<file path="src/rtl/csr_result_writer.sv">
// Writeback end of the sparse matmul datapath: scans a latched dense NxN matrix
// in row-major order and emits CSR value/column pairs and row pointers to two BRAM write ports.
module csr_result_writer #(
  parameter int N         = 3,
  parameter int W         = 8,
  parameter int COLW      = 2,
  parameter int AW        = 4,
  parameter int BASE_ADDR = 1,
  parameter int NNZW      = 4,
  parameter int PW        = 2
) (
  input  logic                 clk,
  input  logic                 rst,
  input  logic                 start,
  input  logic [N*N*W-1:0]     result_flat,
  output logic                 busy,
  output logic                 done,
  output logic [NNZW-1:0]      nnz,
  output logic                 val_we,
  output logic [AW-1:0]        val_addr,
  output logic [COLW+W-1:0]    val_din,
  output logic                 ptr_we,
  output logic [PW-1:0]        ptr_addr,
  output logic [NNZW-1:0]      ptr_din
);

  localparam int KW = (N * N > 1) ? $clog2(N * N) : 1;

  typedef enum logic [1:0] {
    S_IDLE = 2'd0,
    S_SCAN = 2'd1,
    S_PFIN = 2'd2,
    S_DONE = 2'd3
  } state_t;

  state_t             state_q, state_d;
  logic [N*N*W-1:0]   mat_q, mat_d;
  logic [COLW-1:0]    r_q, r_d, c_q, c_d;
  logic [NNZW-1:0]    cnt_q, cnt_d;
  logic               busy_q, busy_d, done_q, done_d;
  logic [NNZW-1:0]    nnz_q, nnz_d;
  logic               val_we_q, val_we_d;
  logic [AW-1:0]      val_addr_q, val_addr_d;
  logic [COLW+W-1:0]  val_din_q, val_din_d;
  logic               ptr_we_q, ptr_we_d;
  logic [PW-1:0]      ptr_addr_q, ptr_addr_d;
  logic [NNZW-1:0]    ptr_din_q, ptr_din_d;

  logic [W-1:0]       elem_arr [N*N];
  logic [KW-1:0]      k_s;
  logic [W-1:0]       elem_s;

  for (genvar g = 0; g < N * N; g++) begin : g_unpack
    assign elem_arr[g] = mat_q[g*W +: W];
  end

  assign k_s    = KW'(r_q) * KW'(N) + KW'(c_q);
  assign elem_s = elem_arr[k_s];

  // Next-state and registered-output computation; strobes default low every cycle.
  always_comb begin
    state_d    = state_q;
    mat_d      = mat_q;
    r_d        = r_q;
    c_d        = c_q;
    cnt_d      = cnt_q;
    busy_d     = busy_q;
    done_d     = 1'b0;
    nnz_d      = nnz_q;
    val_we_d   = 1'b0;
    val_addr_d = val_addr_q;
    val_din_d  = val_din_q;
    ptr_we_d   = 1'b0;
    ptr_addr_d = ptr_addr_q;
    ptr_din_d  = ptr_din_q;
    case (state_q)
      S_IDLE: begin
        if (start) begin
          mat_d   = result_flat;
          r_d     = '0;
          c_d     = '0;
          cnt_d   = '0;
          busy_d  = 1'b1;
          state_d = S_SCAN;
        end else begin
          state_d = S_IDLE;
        end
      end
      S_SCAN: begin
        // Row pointer is the count before this row's first element is counted.
        if (c_q == '0) begin
          ptr_we_d   = 1'b1;
          ptr_addr_d = PW'(r_q);
          ptr_din_d  = cnt_q;
        end else begin
          ptr_we_d   = 1'b0;
        end
        if (|elem_s) begin
          val_we_d   = 1'b1;
          val_addr_d = AW'(BASE_ADDR) + AW'(cnt_q);
          val_din_d  = {c_q, elem_s};
          cnt_d      = cnt_q + NNZW'(1);
        end else begin
          val_we_d   = 1'b0;
        end
        if (c_q == COLW'(N - 1)) begin
          c_d = '0;
          if (r_q == COLW'(N - 1)) begin
            state_d = S_PFIN;
          end else begin
            r_d = r_q + COLW'(1);
          end
        end else begin
          c_d = c_q + COLW'(1);
        end
      end
      S_PFIN: begin
        ptr_we_d   = 1'b1;
        ptr_addr_d = PW'(N);
        ptr_din_d  = cnt_q;
        state_d    = S_DONE;
      end
      S_DONE: begin
        done_d  = 1'b1;
        busy_d  = 1'b0;
        nnz_d   = cnt_q;
        state_d = S_IDLE;
      end
      default: begin
        state_d = S_IDLE;
      end
    endcase
  end

  // State and output registers with synchronous reset.
  always_ff @(posedge clk) begin
    if (rst) begin
      state_q    <= S_IDLE;
      mat_q      <= '0;
      r_q        <= '0;
      c_q        <= '0;
      cnt_q      <= '0;
      busy_q     <= 1'b0;
      done_q     <= 1'b0;
      nnz_q      <= '0;
      val_we_q   <= 1'b0;
      val_addr_q <= '0;
      val_din_q  <= '0;
      ptr_we_q   <= 1'b0;
      ptr_addr_q <= '0;
      ptr_din_q  <= '0;
    end else begin
      state_q    <= state_d;
      mat_q      <= mat_d;
      r_q        <= r_d;
      c_q        <= c_d;
      cnt_q      <= cnt_d;
      busy_q     <= busy_d;
      done_q     <= done_d;
      nnz_q      <= nnz_d;
      val_we_q   <= val_we_d;
      val_addr_q <= val_addr_d;
      val_din_q  <= val_din_d;
      ptr_we_q   <= ptr_we_d;
      ptr_addr_q <= ptr_addr_d;
      ptr_din_q  <= ptr_din_d;
    end
  end

  assign busy     = busy_q;
  assign done     = done_q;
  assign nnz      = nnz_q;
  assign val_we   = val_we_q;
  assign val_addr = val_addr_q;
  assign val_din  = val_din_q;
  assign ptr_we   = ptr_we_q;
  assign ptr_addr = ptr_addr_q;
  assign ptr_din  = ptr_din_q;

endmodule

</file>
<file path="config.mk">
export PLATFORM = sky130hd
export DESIGN_NAME = csr_result_writer
export DESIGN_NICKNAME = d
export VERILOG_FILES = /design/src/rtl/csr_result_writer.sv
export SDC_FILE = /design/constraint.sdc
export NUM_CORES = 1
export LEC_CHECK = 0
export CAP_MARGIN = 5
export CORE_MARGIN = 2
export CORE_UTILIZATION = 41
export CTS_CLUSTER_SIZE = 10
export DETAILED_ROUTE_END_ITERATION = 12
export PLACE_DENSITY = 0.74
export SYNTH_ARGS = -nofsm -noshare
export SYNTH_HDL_FRONTEND = slang
export SYNTH_SLANG_ARGS = --single-unit
</file>
<file path="constraint.sdc">
create_clock -name clk -period 8.95 [get_ports clk]
set_clock_uncertainty 0.05 [all_clocks]
set_input_delay 2.2375 -clock clk [delete_from_list [all_inputs] [get_ports clk]]
set_output_delay 2.2375 -clock clk [all_outputs]
set_load 0.01 [all_outputs]
</file>
==> impl_results.md, run 1 <==
* Status: completed
* Starting density of the core at 0.421
* Antenna violations before repair at 0
* Yosys warns at 0
* Clock root cell: clkbuf_16
* CTS clk-pin slew, worst paths at 0.07 ns
* Number of synthesized register bits at 110
* Final setup vio count at 0
* Final period util at 0.493
* Startpoint class of the critical path: flip-flop
* Largest stage delay on the critical path at 0.90 ns
* Number of port buffers at 102
* Setup Slack @ Placement at roughly 4.6 ns
* Overflow after GRT at 0
* Num Clock Sinks at 110
* Worst setup path class: reg2reg
* Fmax at 0.227 GHz
* Final min period at roughly 4.4 ns
* Kind of end point of the critical path: flip-flop
* Hold Path Origin: mat_q[45]
* Synthesized Nets at 669
* Placed Cells at 792
* First-pass GRT wire length at 19,900 µm
* Largest buffer count on any clock path at 2
* Non-Filler Instances at just over 800
* CTS tree: done
* Share of post-route cells with drive strength above 1 at 0.0572
* NumNets Final at approximately 750
* Max cap viols at 0
* H-tree depth at 3
* RSZ-0062 raised after global routing: false
* Top post-synthesis cells by area: dfxtp_1, nand2_1, a21oi_1
* Fin. Hold Viols at 0
* ANT cells at 0
* Pre-antenna DRT Iters at 5
* Final slew viol count at 0
* FF-to-FF Start: c_q[1]
* Pin count of the biggest net entering global routing at 107
* Min-Delay Path Depth at 2
* Synth async-reset ratio at 0
* Crit Path Max Fanout at 21
* Max stage delay cell, worst path: ha_1
* Final worst setup slack at 4.54 ns
* Yosys top cell by area: dfxtp_1
* Starting DRT DRC Count at about 250
* Ys flop type: dfxtp_1
* Layout area overhead at 27.9%
* WHS Endpoint: mat_q[45]
* Worst hold path class: reg2reg
* Die width at 112 µm
* Vias post-DR at 4,253
* Hold Slack at 0.404 ns
* DRC viols at 0
* Final wirelength at 12,000 µm
* Inserted Clock Buffers at 9
* Vias in the first global route at 4,267
* EDFF count, synth at 0
* Setup TNS at 0 ns
* R2R setup slack at 4.54 ns
* Dpl cell area at 5840 µm²
* Die area at 12,600 µm²
* Post-CTS Setup Repair Bufs at 0
* PostCTS Resize Cnt at 0
* Share of the synthesized area in the top cell type at 0.459
* Gr usage total at 0.193
* Worst Reg-to-Reg Cells at 9
* Post-synthesis cell area at around 4800 µm²
* Antenna-violating nets left at 0
* Sequential area share after synthesis at 0.459
* Pwr/cell area at between 200 and 250 nW/µm²
* Post-DR wirelength/cell at approximately 15 µm
* Relative slew slack at 0.309
* Actual slew at the worst max-slew pin at between 1 and 1.5 ns
* # rows at 39
* # hold bufs at CTS at 0
* CP arrival at about 4.7 ns
* Routability congestion estimate at 0.840
* Die height at 112 µm
* Post-route cell area at 6140 µm²
* Gate count after technology mapping at 584
* Synth Area per Inst at 8.22 µm²
* Crit-path cells: fa_1, ha_1, mux2_2, a2bb2oi_1, a32o_1, or4_1, or3_1, a211o_1, nand3_1
* Drt via density at 5.27
* Unique masters post-synth at 50
* Clk Latency, worst-skew pair at 0.35 ns
* # IOs at 103
* Static Leak at 0.00226 µW
* R2R Path End: cnt_q[2]
* Core box area at 11,400 µm²
* Worst Path Required at 9.19 ns
* DP HPWL at 8780 µm
* Peak supply drop at 0.126 mV
==> state kept, by name, indices dropped and copies added (netlist names), 4 cells and up <==
| signal | count |
|---|---|
| ptr_din | 4 |
| val_addr | 4 |
| cnt_q | 4 |
| val_din | 10 |
| nnz | 4 |
| mat_q | 72 |
==> through the flow <==
stage          total power (µW)   util
2_1_floorplan               811      -
3_3_place_gp                903  0.511
3_5_place_dp                915  0.511
4_1_cts                    1320  0.538
5_1_grt                    1380  0.538
6_report                   1310  0.538
==> cells in the final DEF, fill, tap and decap left out, types with 2 or more instances in the layout <==
cell type,count
mux2_2,9
clkdlybuf4s50_1,101
nor4b_1,2
o32ai_1,2
ha_1,8
o31a_1,2
nand3b_1,4
nand2b_1,3
nor2b_1,2
buf_4,3
or2_2,2
nand2_2,2
nor2_1,33
dfxtp_1,110
inv_6,3
nand3_1,8
a2bb2oi_1,3
o21ai_1,3
a22oi_1,5
mux4_2,3
mux2i_1,23
o31ai_1,6
clkbuf_16,9
fa_1,2
a32o_1,2
nor3_1,6
a21oi_1,91
inv_1,11
nand2_1,169
or3_1,2
o21ai_0,7
o22ai_1,8
==> layer usage <==
| metal | GRT usage | routed length, µm |
|---|---|---|
| met1 | 0.230 | 5060 |
| met2 | 0.350 | 6080 |
| met3 | 0.0416 | 625 |
| met4 | 0.0577 | 236 |
| met5 | 0 | 0 |
==> critical path: cells and delay by family, from the launching register on <==
family	cells	cell delay, ns
AO/OA/AOI/OAI	3	0.79
adder cells (fa/ha/maj)	2	1.39
flip-flops	1	0.49
multiplexers	1	0.42
AND/OR/NAND/NOR	3	1.21
==> synthesized netlist by cell type, types with 3 or more instances <==
cell,n
mux4_2,3
nand2b_1,3
a21oi_1,91
o31ai_1,6
inv_1,11
mux2_2,9
nand3_1,8
nor2_1,33
o22ai_1,8
a22oi_1,5
buf_1,4
ha_1,8
dfxtp_1,110
buf_6,4
o21ai_1,3
mux2i_1,23
o21ai_0,7
nand2_1,170
nand3b_1,4
nor3_1,6
a2bb2oi_1,3
clkbuf_1,29
==> power breakdown <==
group	switching, µW	internal [µW]	total (µW)
combinational	192	141	333
clock	179	226	405
sequential	31.7	540	571
==> logic make-up after synthesis <==
logic type,count (synthesis),share of synthesized area
adders and majority gates,10,0.0292
xor gates and xnor gates,2,0.00365
AOI/OAI and AO/OA,135,0.163
and+or+nand+nor,240,0.208
buffers and inverters,50,0.0464
muxes,37,0.0909
DFF,110,0.459
==> how the worst max path moves through the flow <==
stage / start / to / slack, ns / depth (start not counted)
floorplan: r_q[1] / cnt_q[2] / 5.12 / 13
CTS: c_q[1] / cnt_q[2] / 4.60 / 9
global route: c_q[1] / cnt_q[2] / 4.37 / 9
global placement: start / r_q[0] / 4.68 / 7
finish: c_q[1] / cnt_q[2] / 4.54 / 9
detailed placement: c_q[1] / cnt_q[2] / 4.63 / 9
==> area by class of cell <==
| cell class | instances | area (µm²) |
|---|---|---|
| clock buffers | 10 | 239 |
| clock inverters | 5 | 63.8 |
| fillers | 1071 | 5280 |
| inverters | 11 | 41.3 |
| multi-input cells | 424 | 2380 |
| flip-flops and latches | 110 | 2200 |
| well taps | 143 | 179 |
| repair buffers | 104 | 1030 |
(Power assumes the default switching activity.)
==> inputs of run 2 (changes only) <==
- PLACE_DENSITY: 0.74 -> 0.76
- clock period: 8.95 -> 3.6 ns (I/O delays scaled with it)
==> run 2 against run 1 <==
Net effect:
- non-clock buffer count increased by 35
- largest cell class unchanged
- fmax is 23% higher
- die area is the same
==> impl_results.md, run 2 (synthesized netlist as in run 1, its figures left out) <==
* Post-DR wirelength/cell at 14.9 µm
* Starting density of the core at 0.421
* Crit-path cells: fa_1, ha_2, fa_2, nand2_2, a2bb2oi_2, a32o_2, or4_4, or3_4, a211o_1, nand3_1
* Core box area at 11,400 µm²
* Relative slew slack at 0.519
* Final worst setup slack at 0.0198 ns
* Gr usage total at 0.197
* Largest stage delay on the critical path at 0.62 ns
* Grt peak-use layer: met2
* Die width at 112 µm
* Antenna-violating nets left at 0
* CTS tree: done
* CP arrival at about 3.8 ns
* First-pass GRT wire length at ~20,000 µm
* DP HPWL at 9400 µm
* DRC viols at 0
* Inserted Clock Buffers at 9
* Routability congestion estimate at 0.873
* H-tree depth at 3
* Max stage delay cell, worst path: fa_2
* Comb pwr share at 0.291
* Vias in the first global route at between 4,000 and 5,000
* Worst hold path class: reg2reg
* ANT cells at 0
* Dpl cell area at a little over 6000 µm²
* # rows at 39
* GR Util met1 at 0.245
* Die area at around 13,000 µm²
* FILL cells at roughly 1,000
* Setup Slack @ Placement at -0.162 ns
* Share of post-route cells with drive strength above 1 at 0.131
* NumNets Final at 780
* Static Leak at ~0.0025 µW
* Clock root cell: clkbuf_16
* Met3 GRT Util at 0.0383
* Startpoint class of the critical path: flip-flop
* Pre-antenna DRT Iters at 5
* # hold bufs at CTS at 0
* Drt via density at about 5.3
* Internal power at ~2300 µW
* Number of port buffers at 102
* Vias post-DR at 4,441
* Leading cell type in the layout, fill and taps excluded: nand2_1
* Clk Latency, worst-skew pair at 0.35 ns
* Final setup vio count at 0
* Worst path bufs/invs at 0
* # IOs at 103
* GR Util met2 at 0.341
* Pwr/cell area at 519 nW/µm²
* Antenna violations before repair at 0
* CP top delay family: adder cells
* Status: completed
* Kind of end point of the critical path: flip-flop
* RSZ-0062 raised after global routing: true
* Layout area overhead at 35.4%
* Part of the power in the clock network at 0.288
* Starting DRT DRC Count at 221
* Max cap viols at 0
* Largest buffer count on any clock path at 2
* Worst setup path class: reg2reg
* Actual slew at the worst max-slew pin at 0.714 ns
* Overflow after GRT at 0
* Max reg flops at a little over 70
* Sw Pwr at about 1100 µW
* Peak supply drop at approximately 0.26 mV
* Die height at 112 µm
* Final period util at 0.995
* Fmax at 0.279 GHz
* Crit Path Max Fanout at 9
* Pin count of the biggest net entering global routing at between 50 and 60
* Switching Fraction at 0.320
* Final wirelength at ~13,000 µm
* Commonest non-fill, non-tap cells in the layout: nand2_1, dfxtp_1, clkdlybuf4s50_1
* Final slew viol count at 0
* Sequential share of power at 0.420
* Worst Path Required at approximately 3.8 ns
* Most flops, register: mat_q
* CTS clk-pin slew, worst paths at ~0.08 ns
* Num Clock Sinks at 110
* Final min period at 3.58 ns
* Post-route cell area at roughly 6500 µm²
* Fin. Hold Viols at 0
[run 2: routing by layer]
layer | vias to the layer above | share of wire
li1 | 2204 | -
met1 | 2044 | 0.43
met2 | 165 | 0.49
met3 | 28 | 0.056
met4 | 0 | 0.026
met5 | - | 0
[run 2: worst paths after layout]
| check | slack, ns | endpoint | start | cells past startpoint |
|---|---|---|---|---|
| max | 0.02 | cnt_q[2] | r_q[0] | 10 |
| min | 0.41 | mat_q[37] | mat_q[37] | 2 |
| max reg2reg | 0.02 | cnt_q[2] | r_q[0] | 10 |
| min reg2reg | 0.41 | mat_q[37] | mat_q[37] | 2 |
[run 2: tightest hold or removal path, delay by kind of cell, from the launching register on]
kind,cells,cell delay [ns]
AO/OA/AOI/OAI,1,0.05
AND/OR/NAND/NOR,1,0.05
flip-flops,1,0.31
[run 2: repair_timing]
| item | CTS | global route |
|---|---|---|
| cloned | 0 | 0 |
| setup endpoints to repair | 11 | 13 |
| gates resized for setup | 7 | 5 |
| setup buffers | 1 | 0 |
| pin swaps | 2 | 3 |
| hold endpoints to repair | 0 | 0 |
[run 2: area by class of cell]
cell class | count | area, µm² | area share
flip-flops and latches | 110 | 2210 | 0.339
clock inverters | 7 | 66.3 | 0.0102
multi-input cells | 424 | 2450 | 0.377
repair buffers | 139 | 1330 | 0.205
clock buffers | 9 | 225 | 0.0346
well taps | 143 | 179 | 0.0275
inverters | 11 | 41.3 | 0.00635
[run 2: power groups by stage]
| stage | Sequential [µW] | Combinational, µW | Clock, µW |
|---|---|---|---|
| detailed placement | 1440 | 937 | 0 |
| finish | 1420 | 982 | 971 |
| global route | 1430 | 1070 | 1030 |
| CTS | 1420 | 961 | 983 |
| global placement | 1440 | 908 | 0 |
| floorplan | 1430 | 602 | 0 |
[run 2: metrics by stage]
stage / utilization / TNS (ns) / std cells / hold slack (ns) / power (µW)
after global placement: 0.538 / -0.0625 / 826 / 0.390 / 2350
after CTS: 0.567 / 0 / 843 / 0.405 / 3360
final: 0.569 / 0 / 843 / 0.406 / 3370
after floorplan: - / -0.0356 / 584 / 0.382 / 2030
after detailed placement: 0.538 / -1.02 / 826 / 0.394 / 2380
after global routing: 0.569 / -0.667 / 843 / 0.422 / 3540
